## src/rtl/regfile_2r1w_if.sv

```systemverilog
// Bus bundle for the 2-read/1-write register file: one byte-strobed write
// port, two independent read request/response ports and the address error flag.
interface regfile_2r1w_if #(
  parameter int ADDR_WIDTH = 3,
  parameter int MEM_WIDTH  = 16
);
  localparam int STRB_WIDTH = MEM_WIDTH / 8;

  logic                  WrEn;
  logic [ADDR_WIDTH-1:0] WrAddr;
  logic [MEM_WIDTH-1:0]  WrData;
  logic [STRB_WIDTH-1:0] WrStrb;

  logic                  RdEnA;
  logic [ADDR_WIDTH-1:0] RdAddrA;
  logic [MEM_WIDTH-1:0]  RdDataA;
  logic                  RdValidA;

  logic                  RdEnB;
  logic [ADDR_WIDTH-1:0] RdAddrB;
  logic [MEM_WIDTH-1:0]  RdDataB;
  logic                  RdValidB;

  logic                  AddrErr;

  modport master (
    output WrEn, WrAddr, WrData, WrStrb,
    output RdEnA, RdAddrA, RdEnB, RdAddrB,
    input  RdDataA, RdValidA, RdDataB, RdValidB, AddrErr
  );

  modport slave (
    input  WrEn, WrAddr, WrData, WrStrb,
    input  RdEnA, RdAddrA, RdEnB, RdAddrB,
    output RdDataA, RdValidA, RdDataB, RdValidB, AddrErr
  );
endinterface

```

## src/rtl/regfile_2r1w.sv

```systemverilog
// Register file with one byte-strobed write port and two registered read
// ports; same-cycle write/read to one address returns the merged word.
module regfile_2r1w #(
  parameter  int MEM_DEPTH  = 8,
  parameter  int MEM_WIDTH  = 16,
  parameter  int ADDR_WIDTH = 3,
  localparam int STRB_WIDTH = MEM_WIDTH / 8
) (
  input  logic               CLK,
  input  logic               RST,
  regfile_2r1w_if.slave      bus
);

  localparam logic [ADDR_WIDTH:0] DEPTH_LIM = (ADDR_WIDTH + 1)'(MEM_DEPTH);

  logic [MEM_WIDTH-1:0] mem [MEM_DEPTH];

  logic                 wr_ok, rd_ok_a, rd_ok_b;
  logic                 wr_fire;
  logic                 addr_err_d;
  logic [MEM_WIDTH-1:0] wr_old;
  logic [MEM_WIDTH-1:0] wr_word;
  logic [MEM_WIDTH-1:0] rd_word_a, rd_word_b;

  // Per-lane select between incoming write data and the stored word.
  function automatic logic [MEM_WIDTH-1:0] merge_lanes(
    input logic [MEM_WIDTH-1:0]  old_word,
    input logic [MEM_WIDTH-1:0]  new_word,
    input logic [STRB_WIDTH-1:0] strb
  );
    logic [MEM_WIDTH-1:0] res;
    for (int i = 0; i < STRB_WIDTH; i++)
      res[8*i +: 8] = strb[i] ? new_word[8*i +: 8] : old_word[8*i +: 8];
    return res;
  endfunction

  always_comb begin
    // NOTE: every always_comb output gets a default first so no path leaves it unassigned (no latch).
    wr_ok      = ({1'b0, bus.WrAddr}  < DEPTH_LIM);
    rd_ok_a    = ({1'b0, bus.RdAddrA} < DEPTH_LIM);
    rd_ok_b    = ({1'b0, bus.RdAddrB} < DEPTH_LIM);
    wr_fire    = bus.WrEn && wr_ok;
    wr_old     = '0;
    rd_word_a  = '0;
    rd_word_b  = '0;

    if (wr_ok) wr_old = mem[bus.WrAddr];
    wr_word = merge_lanes(wr_old, bus.WrData, bus.WrStrb);

    // Write-first: a read hitting the address being written sees the merged word.
    if (rd_ok_a)
      rd_word_a = (wr_fire && bus.RdAddrA == bus.WrAddr) ? wr_word : mem[bus.RdAddrA];
    if (rd_ok_b)
      rd_word_b = (wr_fire && bus.RdAddrB == bus.WrAddr) ? wr_word : mem[bus.RdAddrB];

    addr_err_d = (bus.WrEn  && !wr_ok)
               | (bus.RdEnA && !rd_ok_a)
               | (bus.RdEnB && !rd_ok_b);
  end

  // NOTE: state is updated with non-blocking assignments so every register samples pre-edge values.
  always_ff @(posedge CLK) begin
    if (!RST) begin
      // NOTE: storage is flop-based and must read back zero after reset, so every entry is cleared.
      for (int i = 0; i < MEM_DEPTH; i++) mem[i] <= '0;
      bus.RdDataA  <= '0;
      bus.RdDataB  <= '0;
      bus.RdValidA <= 1'b0;
      bus.RdValidB <= 1'b0;
      bus.AddrErr  <= 1'b0;
    end else begin
      // A zero strobe rewrites the old word, which is the required no-op.
      if (wr_fire) mem[bus.WrAddr] <= wr_word;

      if (bus.RdEnA) bus.RdDataA <= rd_word_a;
      if (bus.RdEnB) bus.RdDataB <= rd_word_b;
      bus.RdValidA <= bus.RdEnA;
      bus.RdValidB <= bus.RdEnB;
      bus.AddrErr  <= addr_err_d;
    end
  end

endmodule

```

## src/flat_wrapper.sv

```systemverilog
// flat-port wrapper written by rule: the top's interface ports become plain ports
module regfile_2r1w_flat 
#(
  parameter  int MEM_DEPTH  = 8,
  parameter  int MEM_WIDTH  = 16,
  parameter  int ADDR_WIDTH = 3,
  localparam int STRB_WIDTH = MEM_WIDTH / 8
)
  (CLK, RST, bus_WrEn, bus_WrAddr, bus_WrData, bus_WrStrb, bus_RdEnA, bus_RdAddrA, bus_RdEnB, bus_RdAddrB, bus_RdDataA, bus_RdValidA, bus_RdDataB, bus_RdValidB, bus_AddrErr);
  regfile_2r1w_if #(.ADDR_WIDTH(ADDR_WIDTH), .MEM_WIDTH(MEM_WIDTH)) bus_i ();
  input  logic CLK;
  input  logic RST;
  input wire logic [$bits(bus_i.WrEn)-1:0] bus_WrEn;
  input wire logic [$bits(bus_i.WrAddr)-1:0] bus_WrAddr;
  input wire logic [$bits(bus_i.WrData)-1:0] bus_WrData;
  input wire logic [$bits(bus_i.WrStrb)-1:0] bus_WrStrb;
  input wire logic [$bits(bus_i.RdEnA)-1:0] bus_RdEnA;
  input wire logic [$bits(bus_i.RdAddrA)-1:0] bus_RdAddrA;
  input wire logic [$bits(bus_i.RdEnB)-1:0] bus_RdEnB;
  input wire logic [$bits(bus_i.RdAddrB)-1:0] bus_RdAddrB;
  output wire logic [$bits(bus_i.RdDataA)-1:0] bus_RdDataA;
  output wire logic [$bits(bus_i.RdValidA)-1:0] bus_RdValidA;
  output wire logic [$bits(bus_i.RdDataB)-1:0] bus_RdDataB;
  output wire logic [$bits(bus_i.RdValidB)-1:0] bus_RdValidB;
  output wire logic [$bits(bus_i.AddrErr)-1:0] bus_AddrErr;
  assign bus_i.WrEn = bus_WrEn;
  assign bus_i.WrAddr = bus_WrAddr;
  assign bus_i.WrData = bus_WrData;
  assign bus_i.WrStrb = bus_WrStrb;
  assign bus_i.RdEnA = bus_RdEnA;
  assign bus_i.RdAddrA = bus_RdAddrA;
  assign bus_i.RdEnB = bus_RdEnB;
  assign bus_i.RdAddrB = bus_RdAddrB;
  assign bus_RdDataA = bus_i.RdDataA;
  assign bus_RdValidA = bus_i.RdValidA;
  assign bus_RdDataB = bus_i.RdDataB;
  assign bus_RdValidB = bus_i.RdValidB;
  assign bus_AddrErr = bus_i.AddrErr;
  regfile_2r1w #(.MEM_DEPTH(MEM_DEPTH), .MEM_WIDTH(MEM_WIDTH), .ADDR_WIDTH(ADDR_WIDTH)) u_core (.CLK(CLK), .RST(RST), .bus(bus_i));
endmodule
```

## config.mk

```make
export PLATFORM = sky130hd
export DESIGN_NAME = regfile_2r1w_flat
export DESIGN_NICKNAME = d
export VERILOG_FILES = /design/src/rtl/regfile_2r1w_if.sv /design/src/rtl/regfile_2r1w.sv /design/src/flat_wrapper.sv
export SDC_FILE = /design/constraint.sdc
export NUM_CORES = 1
export LEC_CHECK = 0
export BUFFER_PORTS_ARGS = -buffer_cell sky130_fd_sc_hd__buf_4
export CORE_AREA = 5 5 179 164
export DETAILED_ROUTE_END_ITERATION = 6
export DIE_AREA = 0 0 184 169
export PLACE_DENSITY = 0.51
export SYNTH_ARGS = -nofsm -noshare
export SYNTH_HDL_FRONTEND = slang
export SYNTH_SLANG_ARGS = --single-unit
export TNS_END_PERCENT = 30
```

## constraint.sdc

```tcl
create_clock -name CLK -period 5.2 [get_ports CLK]
set_clock_uncertainty 0.2 [all_clocks]
set_input_delay 0.78 -clock CLK [delete_from_list [all_inputs] [get_ports CLK]]
set_output_delay 0.78 -clock CLK [all_outputs]
set_load 0.05 [all_outputs]
```

==> impl_metrics.tcl <==
set metrics [dict create \
    die_h_um 169 \
    critical_path_class "input port to flip-flop" \
    routed_wl_mm 31.6 \
    io_buffers 65 \
    ys_seq_area_frac 0.484 \
    final_common_cell "nor2_1" \
    vdd_ir_drop_max_mv 0.231 \
    clock_sinks 162 \
    final_cell_mix "nor2_1 (139), edfxtp_1 (128), mux2i_1 (106), buf_4 (83), nand2_1 (43)" \
    rsz0062_at_grt "no" \
    grt_max_degree 46 \
    grt_pass1_vias 6594 \
    fin_cells 1198 \
    holdBufCountCts 0 \
    dpl_worst_slack_ps 1540 \
    outcome "complete, no violations" \
    num-fill-cells 2627 \
    maxSlewHeadroom 0.243 \
    yosys.cell_types.count 40 \
    grt_pass1_wl_mm 46.0 \
    syn_area_um2 9350 \
    htreeDepth 4 \
    reg2reg_slack_ps 2990 \
    hold_depth 1 \
    hold_end "u_core.bus.RdDataB[2]" \
    hpwl_mm 20.9 \
    r2r-start "u_core.mem[0][5]" \
    path_clk_slew_ps 60 \
    critPathLaunchType "input port" \
    cts_setup_buffers 0 \
    drt-initial-drc-count 698 \
    vias 6807 \
    synthCells 788 \
    die_x_um 184 \
    yosys_warnings 0 \
    worstHoldPathType "flip-flop to flip-flop" \
    end_kind "flip-flop" \
    tns_ps 0 \
    p_leak_nw 4.06 \
    ys.flop_type "edfxtp_1" \
    cts_root_buf "clkbuf_16" \
    required_ps 4970 \
    drive_above_1_share 0.224 \
    grt_use_total 0.203 \
    cts_buffers 17 \
    vias_per_cell 5.68 \
    finalCritPeriodShare 0.615 \
    setup_ws_ps 2000 \
    dpl.cell_count 1166 \
    worstPathArrival_ps 2970 \
    worst_pin_slew_ps 1130 \
    wl_per_cell_um 26.4 \
    area_growth_syn_to_layout_pct 14.4 \
    power_density_nw_per_um2 318 \
    slew_violations 0 \
    post_cts_resize_count 0 \
    yosysTopAreaCell "edfxtp_1" \
    cts_buffer_depth 2 \
    antenna_found_initial 0 \
    insertion_delay_ps 440 \
    syn-mean-instance-area_um2 11.9 \
    critical_path.max_fanout 45 \
    fmax_ghz 0.313 \
    drc 0 \
    std_cell_rows 58 \
    async_flop_share 0 \
    first_pass_iters 5 \
    start_util 0.341 \
    antenna_cells 0 \
    hold_viol 0 \
    ioPinCount 67 \
    min_period_ps 3200 \
    ys_ff_latch 162 \
    ant_nets 0 \
    fin_nets 857 \
    cap_viol_max_count 0 \
    worstHoldStart "u_core.bus.RdDataB[2]" \
    grt-ovfl-total 0 \
    synth_nets 820 \
    final-setup-viol-count 0 \
    fp.coreArea_um2 27400 \
    yosys.area.top_type_share 0.411 \
    gp_congestion 0.829 \
    die_area_um2 31100 \
    synth_edf_count 128 \
    r2r.worst_path.cells 5 \
    r2r_end "u_core.bus.RdDataB[5]" \
    cts_tree "built" \
    synthTopCellsByArea "edfxtp_1 (41%), mux2i_1 (11%), mux4_2 (9.2%), dfxtp_1 (7.3%), nor2_1 (5.6%)" \
]
## state kept, by name, indices dropped and copies added (netlist names)
signal and cells:
u_core.bus.RdValidA 1, u_core.bus.RdDataA 16, u_core.bus.RdValidB 1, u_core.bus.RdDataB 16, u_core.mem 128
## per-stage QoR
| stage | hold slack (ps) | util | total power [mW] | area (um^2) |
|---|---|---|---|---|
| 6_report | 273 | 0.390 | 3.41 | 10700 |
| 3_3_place_gp | 260 | 0.368 | 2.12 | 10100 |
| 2_1_floorplan | 538 | - | 1.93 | 9350 |
| 5_1_grt | 284 | 0.390 | 3.52 | 10700 |
| 4_1_cts | 274 | 0.390 | 3.41 | 10700 |
| 3_5_place_dp | 259 | 0.368 | 2.12 | 10100 |
## power by group
group	switching, mW	total [mW]	internal, mW
clock	0.550	1.31	0.756
sequential	0.0463	1.51	1.46
combinational	0.380	0.588	0.208
total	0.977	3.41	2.43
## how the worst max path moves through the flow
stage,slack (ps),end,startpoint
after CTS,1990,u_core.mem[4][6],bus_WrAddr[0]
after detailed placement,1540,u_core.mem[4][8],bus_WrAddr[0]
after floorplan,2350,u_core.mem[7][0],bus_WrAddr[1]
final,2000,u_core.mem[4][7],bus_WrAddr[0]
after global routing,1830,u_core.mem[4][9],bus_WrAddr[0]
after global placement,1600,u_core.mem[4][15],bus_WrAddr[0]
## cell type report
| class | count | area, um^2 | area share |
|---|---|---|---|
| inverter | 9 | 33.8 | 0.00316 |
| tap | 360 | 450 | 0.0421 |
| timing repair buffer | 83 | 623 | 0.0583 |
| clock inverter | 10 | 93.8 | 0.00877 |
| sequential | 162 | 4520 | 0.423 |
| clock buffer | 22 | 517 | 0.0483 |
| multi-input combinational | 552 | 4450 | 0.416 |
## layer usage
| metal | wire [um] | vias up | global-route usage |
|---|---|---|---|
| li1 | - | 3076 | - |
| met1 | 14400 | 3404 | 0.296 |
| met2 | 14200 | 291 | 0.306 |
| met3 | 2660 | 36 | 0.0514 |
| met4 | 438 | 0 | 0.0469 |
| met5 | 0 | - | 0 |
## cells in the mapped netlist (5+ instances only)
cell type and n:
nor2b_1 12, a21oi_1 8, buf_6 5, mux2i_1 106, mux2_2 12, o21a_1 8
clkbuf_1 26, a32o_1 15, o211ai_1 11, o22ai_1 29, nand2_1 43, o31ai_4 11
o211a_1 7, buf_2 18, inv_1 8, xor2_1 6, nand2b_1 23, dfxtp_1 34
a22oi_1 20, buf_4 10, o211ai_2 6, nor2_1 139, o21ai_0 15, nand3_1 14
buf_1 6, edfxtp_1 128, and2_1 5, mux4_2 38
## cells by family after synthesis
group / Yosys count / share of synthesized area
flip-flops: 162 / 0.484
AND/OR/NAND/NOR: 245 / 0.116
XOR/XNOR: 6 / 0.00562
multiplexers: 156 / 0.219
AO/OA/AOI/OAI: 144 / 0.135
buffers and inverters: 74 / 0.0401
other: 1 / 0.000401
## critical path, stage by stage
cell and delay [ps]:
buf_4 600, nor2b_1 170, nand2_1 630, nand2_1 750
No activity file was read; power rests on OpenSTA's default activity.
